$ cat config.mk
export PLATFORM = sky130hd
export DESIGN_NAME = fp_packer
export DESIGN_NICKNAME = d
export VERILOG_FILES = /design/src/rtl/fp_packer.sv
export SDC_FILE = /design/constraint.sdc
export NUM_CORES = 1
export LEC_CHECK = 0
export BUFFER_PORTS_ARGS = -buffer_cell sky130_fd_sc_hd__buf_2
export CAP_MARGIN = 25
export CORE_MARGIN = 2
export CORE_UTILIZATION = 27
export CTS_BUF_LIST = sky130_fd_sc_hd__clkbuf_4 sky130_fd_sc_hd__clkbuf_8 sky130_fd_sc_hd__clkbuf_16
export DETAILED_ROUTE_END_ITERATION = 7
export GPL_ROUTABILITY_DRIVEN = 0
export PLACE_DENSITY = 0.48
export RECOVER_POWER = 100
export SYNTH_ARGS = -nofsm -noshare
export SYNTH_HDL_FRONTEND = slang
export SYNTH_SLANG_ARGS = --single-unit
$ cat constraint.sdc
create_clock -name clk -period 4.6 [get_ports clk]
set_input_delay 0.23 -clock clk [delete_from_list [all_inputs] [get_ports clk]]
set_output_delay 0.23 -clock clk [all_outputs]
set_load 0.1 [all_outputs]
$ cat src/rtl/fp_packer.sv
// fp_packer: 3-stage normalize / round-to-nearest-even / pack into IEEE-754 binary32.
// Define FP_PACKER_FTZ_EN to flush tiny results to signed zero (no subnormal shifter).
module fp_packer #(
   parameter int EXP_W  = 10,
   parameter int MANT_W = 28
) (
   input  logic              clk,
   input  logic              rst_n,
   input  logic              in_valid,
   output logic              in_ready,
   input  logic              in_sign,
   input  logic [EXP_W-1:0]  in_exp,
   input  logic [MANT_W-1:0] in_mant,
   input  logic              in_nan,
   input  logic              in_inf,
   input  logic              in_zero,
   output logic              out_valid,
   input  logic              out_ready,
   output logic [31:0]       out_data,
   output logic              out_overflow,
   output logic              out_underflow,
   output logic              out_inexact
);
   localparam int XW = EXP_W + 2;

   logic s1_adv, s2_adv, s3_adv;
   logic s1_valid_q, s1_valid_d, s2_valid_q, s2_valid_d, s3_valid_q, s3_valid_d;

   logic                 s1_sign_q, s1_nan_q, s1_inf_q, s1_zero_q, s1_tiny_q;
   logic                 s1_sign_d, s1_nan_d, s1_inf_d, s1_zero_d, s1_tiny_d;
   logic signed [XW-1:0] s1_exp_q, s1_exp_d;
   logic [26:0]          s1_mant_q, s1_mant_d;

   logic                 s2_sign_q, s2_nan_q, s2_inf_q, s2_zero_q, s2_tiny_q, s2_inexact_q;
   logic                 s2_sign_d, s2_inexact_d;
   logic signed [XW-1:0] s2_exp_q, s2_exp_d;
   logic [22:0]          s2_frac_q, s2_frac_d;

   logic [31:0] s3_data_q, s3_data_d;
   logic        s3_ovf_q, s3_ovf_d, s3_unf_q, s3_unf_d, s3_inx_q, s3_inx_d;

   logic signed [XW-1:0] exp_in, norm_exp;
   logic [26:0]          norm_mant;
   logic [4:0]           lzc;
   logic                 found;
   logic                 up;
   logic [24:0]          sum;
`ifndef FP_PACKER_FTZ_EN
   logic signed [XW-1:0] sh_exp;
   logic [4:0]           sh_amt;
   logic [26:0]          lost_mask, shifted;
`endif

   // Stage k moves when it is empty or the stage after it is moving.
   assign s3_adv   = ~s3_valid_q | out_ready;
   assign s2_adv   = ~s2_valid_q | s3_adv;
   assign s1_adv   = ~s1_valid_q | s2_adv;
   assign in_ready = s1_adv;

   always_comb begin
      s1_valid_d = s1_adv ? in_valid   : s1_valid_q;
      s2_valid_d = s2_adv ? s1_valid_q : s2_valid_q;
      s3_valid_d = s3_adv ? s2_valid_q : s3_valid_q;
   end

   always_comb begin
      lzc   = 5'd0;
      found = 1'b0;
      for (int i = 26; i >= 0; i--) begin
         if (!found) begin
            if (in_mant[i]) found = 1'b1;
            else            lzc   = lzc + 5'd1;
         end
      end
   end

   assign exp_in = $signed({{2{in_exp[EXP_W-1]}}, in_exp});

   always_comb begin
      if (in_mant[27]) begin
         norm_mant = {in_mant[27:2], in_mant[1] | in_mant[0]};
         norm_exp  = exp_in + XW'(1);
      end else begin
         norm_mant = in_mant[26:0] << lzc;
         norm_exp  = exp_in - $signed({{(XW-5){1'b0}}, lzc});
      end
      s1_sign_d = in_sign;
      s1_nan_d  = in_nan;
      s1_inf_d  = in_inf;
      s1_zero_d = in_zero | (in_mant == '0);
      s1_tiny_d = (norm_exp <= 0);
      s1_exp_d  = norm_exp;
      s1_mant_d = norm_mant;
`ifndef FP_PACKER_FTZ_EN
      sh_exp    = XW'(1) - norm_exp;
      sh_amt    = (sh_exp > XW'(27)) ? 5'd27 : sh_exp[4:0];
      lost_mask = (27'd1 << sh_amt) - 27'd1;
      shifted   = norm_mant >> sh_amt;
`endif
      if (s1_tiny_d) begin
         s1_exp_d = '0;
`ifndef FP_PACKER_FTZ_EN
         // Denormalize: everything shifted out collapses into the sticky bit.
         s1_mant_d = {shifted[26:1], shifted[0] | (|(norm_mant & lost_mask))};
`endif
      end
   end

   always_comb begin
      up           = s1_mant_q[2] & (s1_mant_q[1] | s1_mant_q[0] | s1_mant_q[3]);
      sum          = {1'b0, s1_mant_q[26:3]} + {24'd0, up};
      s2_sign_d    = s1_sign_q;
      s2_inexact_d = |s1_mant_q[2:0];
      s2_exp_d     = s1_exp_q;
      s2_frac_d    = sum[22:0];
      if (sum[24]) begin
         s2_exp_d  = s1_exp_q + XW'(1);
         s2_frac_d = sum[23:1];
      end else if (s1_exp_q == '0 && sum[23]) begin
         s2_exp_d  = XW'(1);
      end
   end

   always_comb begin
      s3_data_d = {s2_sign_q, s2_exp_q[7:0], s2_frac_q};
      s3_ovf_d  = 1'b0;
      s3_unf_d  = s2_tiny_q & s2_inexact_q;
      s3_inx_d  = s2_inexact_q;
      if (s2_nan_q) begin
         s3_data_d = 32'h7FC0_0000;
         {s3_ovf_d, s3_unf_d, s3_inx_d} = 3'b000;
      end else if (s2_inf_q) begin
         s3_data_d = {s2_sign_q, 8'hFF, 23'h0};
         {s3_ovf_d, s3_unf_d, s3_inx_d} = 3'b000;
      end else if (s2_zero_q) begin
         s3_data_d = {s2_sign_q, 31'h0};
         {s3_ovf_d, s3_unf_d, s3_inx_d} = 3'b000;
`ifdef FP_PACKER_FTZ_EN
      end else if (s2_tiny_q) begin
         s3_data_d = {s2_sign_q, 31'h0};
         {s3_ovf_d, s3_unf_d, s3_inx_d} = 3'b011;
`endif
      end else if (s2_exp_q >= XW'(255)) begin
         s3_data_d = {s2_sign_q, 8'hFF, 23'h0};
         {s3_ovf_d, s3_unf_d, s3_inx_d} = 3'b101;
      end
   end

   always_ff @(posedge clk or negedge rst_n) begin
      if (!rst_n) begin
         s1_valid_q <= 1'b0;
         s2_valid_q <= 1'b0;
         s3_valid_q <= 1'b0;
         {s1_sign_q, s1_nan_q, s1_inf_q, s1_zero_q, s1_tiny_q} <= '0;
         s1_exp_q   <= '0;
         s1_mant_q  <= '0;
         {s2_sign_q, s2_nan_q, s2_inf_q, s2_zero_q, s2_tiny_q, s2_inexact_q} <= '0;
         s2_exp_q   <= '0;
         s2_frac_q  <= '0;
         s3_data_q  <= '0;
         {s3_ovf_q, s3_unf_q, s3_inx_q} <= '0;
      end else begin
         s1_valid_q <= s1_valid_d;
         s2_valid_q <= s2_valid_d;
         s3_valid_q <= s3_valid_d;
         if (s1_adv) begin
            {s1_sign_q, s1_nan_q, s1_inf_q, s1_zero_q, s1_tiny_q} <=
               {s1_sign_d, s1_nan_d, s1_inf_d, s1_zero_d, s1_tiny_d};
            s1_exp_q  <= s1_exp_d;
            s1_mant_q <= s1_mant_d;
         end
         if (s2_adv) begin
            {s2_sign_q, s2_nan_q, s2_inf_q, s2_zero_q, s2_tiny_q, s2_inexact_q} <=
               {s2_sign_d, s1_nan_q, s1_inf_q, s1_zero_q, s1_tiny_q, s2_inexact_d};
            s2_exp_q  <= s2_exp_d;
            s2_frac_q <= s2_frac_d;
         end
         if (s3_adv) begin
            s3_data_q <= s3_data_d;
            {s3_ovf_q, s3_unf_q, s3_inx_q} <= {s3_ovf_d, s3_unf_d, s3_inx_d};
         end
      end
   end

   assign out_valid     = s3_valid_q;
   assign out_data      = s3_data_q;
   assign out_overflow  = s3_ovf_q;
   assign out_underflow = s3_unf_q;
   assign out_inexact   = s3_inx_q;

endmodule

==> metrics.md, run 1 <==
| Metric | Value |
|---|---|
| Buffers on Ports | `82` |
| Endpoints failing setup | `38` |
| Antenna-violating nets left | `0` |
| Slew at the pin with the worst max-slew slack | `3400 ps` |
| Distinct cells, synth | `108` |
| Grt ovf | `0` |
| Cell area after synthesis | `13900 sq um` |
| Leak | `0.00925 uW` |
| Number of DRC markers in iteration 0 | `1386` |
| Setup TNS | `-549910 ps` |
| Slowest CP cell | `or4_1` |
| Slew Limit Fails | `124` |
| Commonest non-fill, non-tap cells in the layout | `528 x buf_4, 243 x nand2_1, 171 x nor2_1` |
| Yosys top cell area share | `21.9%` |
| Top post-synthesis cells by area | `dfrtp_1 22%, mux2i_1 7.6%, nand2_1 6.9%, nor2_1 5.1%, a21oi_1 4.3%` |
| Final WS setup | `-14980 ps` |
| Min Tclk post-route | `19580 ps` |
| Syn Nets | `1945` |
| Avg Inst Size Synth | `7.51 sq um` |
| Post-synthesis cell count | `1856` |
| CP max stage delay | `490 ps` |
| Max Clock Skew | `10.3 ps` |
| Diodes inserted | `0` |
| Sink Count | `122` |
| Crit-path leading delay family | `adder cells` |
| Rel. slew slack | `-127%` |
| Horiz. Die Dim | `231 um` |
| CTS buffer count | `17` |
| Clk root buf | `clkbuf_16` |
| Initial Util | `27.2%` |
| Max Cap Viol | `2` |
| Status | `complete, but fails checks` |
| Final Hold Viols | `0` |
| Required @ worst endpoint | `4880 ps` |
| Worst VDD drop | `263 uV` |
| DIE AREA | `53500 sq um` |
| Worst Path Max Fanout | `3` |
| I/O pin total | `83` |
| First-pass GRT wire length | `86300 um` |
| FP Rows | `83` |
| Max Fclk | `51.1 MHz` |
| Largest net degree at the start of global routing | `67` |
| Wire per inst | `17.7 um` |
| Most used cell, CP | `ha_1` |
| Final worst path period share | `426%` |
| Detailed-route via count | `16400` |
| Area leader, netlist | `dfrtp_1` |
| Setup crit end kind | `flip-flop` |
| Drt first pass iters | `6` |
| Placed inst area | `19000 sq um` |
| Bufs on Longest Clock Path | `2` |
| H-tree levels | `4` |
| Post-synth ARST share | `100%` |
| Fillers | `5176` |
| Worst skew pair latency | `410 ps` |
| Routed vias/inst | `5.27` |
| Initial antenna violation count | `0` |
| Vias in the first global route | `16200` |
| Drc violations | `0` |
| Synthesis-to-layout area growth | `52.9%` |
| Buf+Inv Stages, Crit Path | `9` |
| Clock transition at path regs | `60 ps` |
| Startpoint types | `primary input` |
| CORE AREA | `51200 sq um` |
| GRT Resource Usage Total | `19.8%` |
| Layout cells sized above 1 | `37.7%` |
| Core Util, Final | `41.6%` |
| Post-route cell area | `21300 sq um` |
| Total wire length | `55000 um` |
| CP arrival | `19860 ps` |
| Ys flop type | `dfrtp_1` |
| Total power | `7290 uW` |
| RSZ-0062 raised after global routing | `yes` |
| TritonCTS clock tree | `yes` |
| Die H | `231 um` |
| WS Path Type | `primary input to flip-flop` |
| Warnings from Yosys | `0` |
| Dpl cells | `3019` |
| Tightest Hold Check Type | `primary input to flip-flop` |
| Post-Layout Cell Count | `3112` |
| Post-synth EDFFs | `0` |
| Most common cell after layout, fill and taps aside | `buf_4` |
| #FFs+latches synth | `122` |
| Violated checks | `capacitance limit, slew limit, setup timing` |
| Nets | `2508` |
| PD cells | `342 nW/um^2` |
| Seq/Total Area, Yosys | `21.9%` |
| DP HPWL | `42800 um` |
[report_power, final]
| group | total, uW | switching, uW | internal (uW) | leakage [uW] |
|---|---|---|---|---|
| Combinational | 4230 | 2420 | 1810 | 0.00740 |
| Sequential | 1570 | 234 | 1330 | 0.00153 |
| Clock | 1490 | 479 | 1010 | 0.000319 |
| Total | 7290 | 3130 | 4150 | 0.00925 |
[path summary, 6_finish.rpt]
path	depth (start not counted)	startpoint	endpoint	slack [ps]
setup reg to reg	9	out_valid	s1_mant_q[2]	410
max in group asynchronous	3	rst_n	s2_frac_q[3]	1040
min in group asynchronous	3	rst_n	out_data[28]	1540
hold reg to reg	1	s1_valid_q	s2_valid_q	460
hold / removal	3	in_nan	s1_nan_q	40
setup / recovery	122	in_mant[25]	s1_mant_q[0]	-14980
[timing repair]
item                       in CTS  in global routing
gates cloned                    0                  2
pin swaps                      57                114
hold endpoints to repair        5                  0
setup endpoints to repair      38                 38
setup buffers                  17                 45
resized for setup             101                159
hold buffers                    1                  0
[worst reg2reg max path, delay by kind of cell, from the launching register on]
family          cells  cell delay (ps)
flops               1              360
simple gates        4             1380
compound gates      1              310
buf+inv             4             2030
[per-stage QoR]
step	setup slack (ps)	hold WS, ps
after floorplan	-15690	-65.6
after detailed placement	-16000	435
after CTS	-14860	22.9
final	-14980	35.9
after global routing	-16150	29.9
after global placement	-15470	424
[sequential cells by signal (all words and copies together), names as in the netlist, 11 cells and up]
register / cells
s2_exp_q: 12
s1_mant_q: 27
s1_exp_q: 11
out_data: 32
s2_frac_q: 23
[layout make-up]
cell class / instances / area, sq um / area share, %
timing repair buffer: 664 / 5030 / 23.6
multi-input combinational: 1564 / 11500 / 54.1
clock buffer: 21 / 474 / 2.22
clock inverter: 11 / 191 / 0.898
sequential: 122 / 3050 / 14.3
inverter: 50 / 193 / 0.904
tap: 680 / 851 / 3.99
[cells in the mapped netlist, types with 7 or more instances]
cell type  instances
dfrtp_1          122
buf_2             19
a22o_1            29
o21ai_0          118
o22a_1             9
and4_1             7
a31oi_1           23
o22ai_1           14
a21oi_1          119
nand4_1           20
o31ai_1           25
a32oi_1            7
nor2_1           189
o211ai_1          23
a21o_1             8
or2_2              7
inv_1             47
and2_1            18
and3_1            19
mux2_2            23
xor2_1            32
nor4_1            15
mux2i_1          106
a211oi_1          16
or4_1              8
nand3_1           56
o21ai_1           17
nand2b_1          23
nor2b_1           26
a22oi_1           18
nor3_1            53
clkbuf_1          92
o21a_1            12
nand2_1          257
xnor2_1           56
ha_1              42
or3_1             13
a221oi_1           7
[logic make-up after synthesis]
family / Yosys count / share of synthesized area, %
and+or+nand+nor: 747 / 25.6
AOI/OAI and AO/OA: 533 / 25.8
buffers and inverters: 170 / 4.88
muxes: 132 / 9.81
DFF: 122 / 21.9
xor gates and xnor gates: 105 / 7.91
adders and majority gates: 47 / 4.20
[layer usage]
layer  up-vias  part of all wire (%)  track usage [%]
met1      7804                    43             25.2
met5         -                     0                0
met3       138                   4.7             2.02
li1       7923                     -                -
met2       543                    48             34.6
met4         0                   3.6             6.96
Note: power is estimated with default switching activity, not from simulation.
==> run 2, diff against run 1 <==
--- a/config.mk
+++ b/config.mk
@@ -6,14 +6,14 @@
 export NUM_CORES = 1
 export LEC_CHECK = 0
 export BUFFER_PORTS_ARGS = -buffer_cell sky130_fd_sc_hd__buf_2
-export CAP_MARGIN = 25
-export CORE_MARGIN = 2
+export CAP_MARGIN = 30
+export CORE_MARGIN = 5
 export CORE_UTILIZATION = 27
 export CTS_BUF_LIST = sky130_fd_sc_hd__clkbuf_4 sky130_fd_sc_hd__clkbuf_8 sky130_fd_sc_hd__clkbuf_16
 export DETAILED_ROUTE_END_ITERATION = 7
 export GPL_ROUTABILITY_DRIVEN = 0
 export PLACE_DENSITY = 0.48
-export RECOVER_POWER = 100
+export RECOVER_POWER = 25
 export SYNTH_ARGS = -nofsm -noshare
 export SYNTH_HDL_FRONTEND = slang
 export SYNTH_SLANG_ARGS = --single-unit
==> run 2 against run 1 <==
The run still ends with capacitance limit, slew limit, setup timing left. First-iteration DRC count shrank 2.8%. Worst hold slack better by 2.1 ps. Combinational power about the same. Die area is 5.3% higher. Register-to-register slack improved by 620 ps. Utilization is 0.13 points lower. Cell area is 0.30% lower.
==> metrics.md, run 2 (synthesized netlist as in run 1, its figures left out) <==
| Metric | Value |
|---|---|
| R2r setup slk | `1030 ps` |
| DIE AREA | `56300 sq um` |
| Rel. slew slack | `-23.2%` |
| Storage cell area | `3050 sq um` |
| Largest register FFs | `32` |
| Most used cell, CP | `ha_1` |
| CORE AREA | `51200 sq um` |
| Tightest Hold Check Type | `primary input to flip-flop` |
| Final worst path period share | `428%` |
| Wire per inst | `17.4 um` |
| Min Tclk post-route | `19700 ps` |
| Dpl cells | `3033` |
| DP HPWL | `42900 um` |
| Required @ worst endpoint | `4880 ps` |
| Startpoint types | `primary input` |
| Most common cell after layout, fill and taps aside | `buf_4` |
| H-tree levels | `4` |
| Slowest CP cell | `or4_4` |
| Initial antenna violation count | `0` |
| First-pass GRT wire length | `85600 um` |
| Routed vias/inst | `5.20` |
| Sink Count | `122` |
| Worst VDD drop | `244 uV` |
| Worst reg-to-reg path cell count | `14` |
| R2r endpoint | `s2_exp_q[11]` |
| RSZ-0062 raised after global routing | `yes` |
| CTS buffer count | `17` |
| Bufs on Longest Clock Path | `2` |
| Max Cap Viol | `1` |
| Drc violations | `0` |
| Status | `complete, but fails checks` |
| Max Clock Skew | `6.22 ps` |
| Vias in the first global route | `16100` |
| TritonCTS clock tree | `yes` |
| Leak | `0.00942 uW` |
| Largest net degree at the start of global routing | `65` |
| Dpl ws | `-16030 ps` |
| PD cells | `335 nW/um^2` |
| R2r startpoint | `s1_mant_q[2]` |
| Final Hold Viols | `0` |
| Endpoint, Worst Hold | `s1_valid_q` |
| Nets | `2520` |
| Layout cells sized above 1 | `38.5%` |
| Buffers on Ports | `82` |
| Violated checks | `capacitance limit, slew limit, setup timing` |
| Slew Limit Fails | `36` |
| Initial Util | `27.2%` |
| Max Fclk | `50.8 MHz` |
| Hold path start | `in_valid` |
| Die H | `237 um` |
| Clk root buf | `clkbuf_16` |
| Critical Path Start | `in_mant[25]` |
| Setup crit end kind | `flip-flop` |
| Final WS setup | `-15100 ps` |
| Number of DRC markers in iteration 0 | `1347` |
| Worst hold stages | `2` |
| Diodes inserted | `0` |
| Clock transition at path regs | `50 ps` |
| Antenna-violating nets left | `0` |
| Detailed-route via count | `16200` |
| Endpoints failing setup | `38` |
| Worst Path Max Fanout | `4` |
| I/O pin total | `83` |
| Drt first pass iters | `8` |
| GRT Resource Usage Total | `18.3%` |
| CP max stage delay | `420 ps` |
| Total wire length | `54300 um` |
| Commonest non-fill, non-tap cells in the layout | `546 x buf_4, 247 x nand2_1, 179 x nor2_1` |
| Grt ovf | `0` |
| Synthesis-to-layout area growth | `52.4%` |
| FP Rows | `83` |
| Slew at the pin with the worst max-slew slack | `1850 ps` |
| Worst skew pair latency | `410 ps` |
| Multi-input logic area | `11400 sq um` |
| Post-Layout Cell Count | `3121` |
| CP arrival | `19980 ps` |
| WS Path Type | `primary input to flip-flop` |
| Fillers | `5255` |
| Horiz. Die Dim | `237 um` |
[run 2: cell types whose count changed in the layout (fill, tap and decap cells not counted), moves of 7 or more]
| cell | previous run | this run |
|---|---|---|
| nor2_2 | 14 | 7 |
| buf_2 | 43 | 79 |
| buf_4 | 528 | 546 |
| nor2_1 | 171 | 179 |
| clkbuf_1 | 42 | 2 |
[run 2: report_power, final]
group	leakage (uW)	switching [uW]	internal, uW	total (uW)
Sequential	0.00153	227	1330	1560
Combinational	0.00759	2400	1830	4220
Clock	0.000290	453	888	1340
Total	0.00942	3070	4050	7120
[run 2: worst max path at each step]
stage              endpoint  slack, ps  cells after the start
2_1_floorplan  s1_mant_q[0]     -15690                    123
3_3_place_gp   s1_mant_q[0]     -15480                    118
3_5_place_dp   s1_mant_q[0]     -16030                    119
4_1_cts        s1_mant_q[0]     -15010                    122
5_1_grt        s1_mant_q[0]     -16280                    121
6_report       s1_mant_q[0]     -15100                    120
[run 2: layout make-up]
class,instances,share of cell area [%]
inverter,50,0.895
clock inverter,8,0.565
tap,680,4.00
sequential,122,14.4
timing repair buffer,676,24.3
clock buffer,21,2.23
multi-input combinational,1564,53.7
[run 2: per-layer routing]
metal	share of wire (%)	up-vias	global-route usage, %
met3	4.6	109	1.71
li1	-	7948	-
met2	49	475	32.3
met5	0	-	0
met1	44	7688	23.7
met4	2.7	0	5.39
[run 2: stage by stage]
| step | hold slack, ps | instance area, sq um | TNS (ps) | power, uW | util [%] |
|---|---|---|---|---|---|
| 3_5_place_dp | 206 | 19100 | -581350 | 5150 | 37.3 |
| 3_3_place_gp | 203 | 19100 | -565360 | 5130 | 37.3 |
| 4_1_cts | 17.9 | 20200 | -549250 | 6710 | 39.5 |
| 5_1_grt | 29.2 | 21300 | -594280 | 7510 | 41.5 |
| 2_1_floorplan | -65.6 | 14300 | -550440 | 3650 | - |
| 6_report | 38.0 | 21300 | -551670 | 7120 | 41.5 |
[run 2: worst max-delay path, delay by kind of cell]
family | cells | cell delay (ps)
xor+xnor | 3 | 540
compound gates | 35 | 4940
fa+ha+maj | 26 | 6890
mux | 9 | 1760
buf+inv | 6 | 550
simple gates | 41 | 5070
[run 2: repair_timing]
action,in CTS,in global routing
gates resized for setup,86,146
setup buffers,18,45
endpoints found under the setup margin,38,38
hold endpoints to repair,33,0
hold buffers,1,0
pin swaps,47,104
==> run 3, diff against run 2 <==
--- a/config.mk
+++ b/config.mk
@@ -12,7 +12,6 @@
 export CTS_BUF_LIST = sky130_fd_sc_hd__clkbuf_4 sky130_fd_sc_hd__clkbuf_8 sky130_fd_sc_hd__clkbuf_16
 export DETAILED_ROUTE_END_ITERATION = 7
 export GPL_ROUTABILITY_DRIVEN = 0
-export PLACE_DENSITY = 0.48
 export RECOVER_POWER = 25
 export SYNTH_ARGS = -nofsm -noshare
 export SYNTH_HDL_FRONTEND = slang
==> run 3 against run 2 <==
The flow still finishes with violations (capacitance limit, slew limit, setup timing). Clock power rose by 4%. Final cell count fell by 1.0%. Routed wire length fell by 0.13%. Worst hold slack got worse by 1.7 ps. Count of clock-buffer cells in the layout fell by 3. Fmax rose by 0.16%. Die area did not move. Clock skew rose by 3.8 ps. Via count rose by 2.9%. Worst setup slack improved by 31 ps. Utilization fell by 0.11 points. Cell area fell by 0.27%.
==> metrics.md, run 3 (synthesized netlist as in run 1, its figures left out) <==
| Metric | Value |
|---|---|
| Slew Limit Fails | `64` |
| Max Cap Viol | `1` |
| R2r startpoint | `s1_mant_q[2]` |
| Initial antenna violation count | `1` |
| WS Path Type | `primary input to flip-flop` |
| RSZ-0062 raised after global routing | `yes` |
| CP max stage delay | `500 ps` |
| Startpoint types | `primary input` |
| Final WS setup | `-15070 ps` |
| Hold WS | `36.3 ps` |
| CP arrival | `19950 ps` |
| Layout cells sized above 1 | `38.3%` |
| Buffers on Ports | `82` |
| I/O pin total | `83` |
| CTS buffer count | `17` |
| Setup crit end kind | `flip-flop` |
| Largest register FFs | `32` |
| Horiz. Die Dim | `237 um` |
| DP HPWL | `41500 um` |
| Min Tclk post-route | `19670 ps` |
| Endpoints failing setup | `38` |
| Initial Util | `27.2%` |
| Fillers | `5030` |
| Most used cell, CP | `ha_1` |
| Grt met3 use | `2.27%` |
| R2r endpoint | `s2_exp_q[9]` |
| Switching part of the total power | `44.2%` |
| Commonest non-fill, non-tap cells in the layout | `517 x buf_4, 249 x nand2_1, 175 x nor2_1` |
| Max Fclk | `50.8 MHz` |
| Total wire length | `54200 um` |
| Detailed-route via count | `16700` |
| Core Util, Final | `41.4%` |
| Drt first pass iters | `7` |
| Clk root buf | `clkbuf_16` |
| Largest net degree at the start of global routing | `77` |
| Multi-input logic area | `11600 sq um` |
| Vias in the first global route | `16300` |
| H-tree levels | `4` |
| Worst reg-to-reg path cell count | `15` |
| Storage cell area | `3050 sq um` |
| Grt met1 use | `23.5%` |
| DIE AREA | `56300 sq um` |
| GRT Resource Usage Total | `17.8%` |
| Most common cell after layout, fill and taps aside | `buf_4` |
| First-pass GRT wire length | `84900 um` |
| Antenna-violating nets left | `0` |
| Worst skew pair latency | `410 ps` |
| Required @ worst endpoint | `4880 ps` |
| Bufs on Longest Clock Path | `2` |
| Worst VDD drop | `300 uV` |
| R2r setup slk | `1080 ps` |
| Hold path start | `in_sign` |
| Grt ovf | `0` |
| Violated checks | `capacitance limit, slew limit, setup timing` |
| Status | `complete, but fails checks` |
| Comb power frac | `58.9%` |
| Nets | `2485` |
| Die H | `237 um` |
| Synthesis-to-layout area growth | `52.0%` |
| Final Hold Viols | `0` |
| Rel. slew slack | `-89.4%` |
| Pint | `4010 uW` |
| Wire per inst | `17.6 um` |
| GR Layer Usage met2 | `30.6%` |
| Setup TNS | `-555300 ps` |
| Final worst path period share | `428%` |
| Routed vias/inst | `5.40` |
| TritonCTS clock tree | `yes` |
| FP Rows | `83` |
| Diodes inserted | `0` |
| Worst hold stages | `3` |
| Sink Count | `122` |
| Drc violations | `0` |
| Slew at the pin with the worst max-slew slack | `2840 ps` |
| Endpoint, Worst Hold | `s1_sign_q` |
| CORE AREA | `51200 sq um` |
| Tightest Hold Check Type | `primary input to flip-flop` |
| Total power | `7200 uW` |
| Most used routing layer in global routing | `met2` |
| Leak | `0.00926 uW` |
| Number of DRC markers in iteration 0 | `1617` |
| Sequential share of power | `21.8%` |
| Psw | `3190 uW` |
| PD cells | `340 nW/um^2` |
| Slowest CP cell | `or4_4` |
| Worst Path Max Fanout | `4` |
| Clock Power Share | `19.3%` |
| Clock transition at path regs | `60 ps` |
| Max Clock Skew | `10.1 ps` |
[run 3: changes by cell type in the layout (fill, tap and decap cells not counted), moves of 5 or more]
cell / change
o21ai_1: -5
buf_6: -8
buf_4: -29
o21ai_2: +7
o31ai_4: +8
ha_4: +5
inv_6: +5
o21ai_4: -5
[run 3: worst max path at each step]
stage	slack [ps]	cells after the start	start	end
floorplan	-15690	123	in_mant[26]	s1_mant_q[0]
global placement	-15410	118	in_mant[26]	s1_mant_q[0]
detailed placement	-16270	118	in_mant[25]	s1_mant_q[0]
CTS	-15080	118	in_mant[26]	s1_mant_q[0]
global route	-16120	120	in_mant[25]	s1_mant_q[0]
finish	-15070	121	in_mant[25]	s1_mant_q[0]
[run 3: timing repair]
action | CTS | global route
gates cloned | 2 | 1
hold endpoints to repair | 7 | 0
buffers inserted | 16 | 29
gates resized for setup | 99 | 150
hold buffers | 2 | 0
pin swaps | 45 | 79
endpoints found under the setup margin | 38 | 38
[run 3: metal layers]
| layer | routed length (um) | vias to the layer above |
|---|---|---|
| met4 | 1890 | 0 |
| met1 | 23000 | 7946 |
| met5 | 0 | - |
| met2 | 25900 | 684 |
| li1 | - | 7907 |
| met3 | 3490 | 150 |
[run 3: layout make-up]
type                            count  share of cell area (%)
Multi-Input combinational cell   1564                    54.6
Timing Repair Buffer              641                    23.2
Sequential cell                   122                    14.4
Tap cell                          680                    4.01
Clock buffer                       18                    2.04
Inverter                           50                   0.897
Clock inverter                     14                   0.874
[run 3: power by group through the flow]
stage                     Combinational [uW]  Sequential, uW  Clock, uW
after floorplan                         1800            1850          0
after global placement                  3480            1570          0
after detailed placement                3520            1580          0
after CTS                               3810            1570       1410
after global routing                    4490            1610       1470
final                                   4240            1570       1390
[run 3: critical path, delay by kind of cell]
kind	cells	cell delay [ps]
AOI/OAI and AO/OA	35	4940
xor gates and xnor gates	3	390
adders and majority gates	26	6650
buffers and inverters	7	690
muxes	10	2080
and+or+nand+nor	40	4900
[run 3: metrics by stage]
step,setup WS (ps),cells,instance area (sq um)
floorplan,-15690,1856,14300
global placement,-15410,3009,18900
detailed placement,-16270,3009,18900
CTS,-15080,3060,20200
global route,-16120,3089,21200
finish,-15070,3089,21200
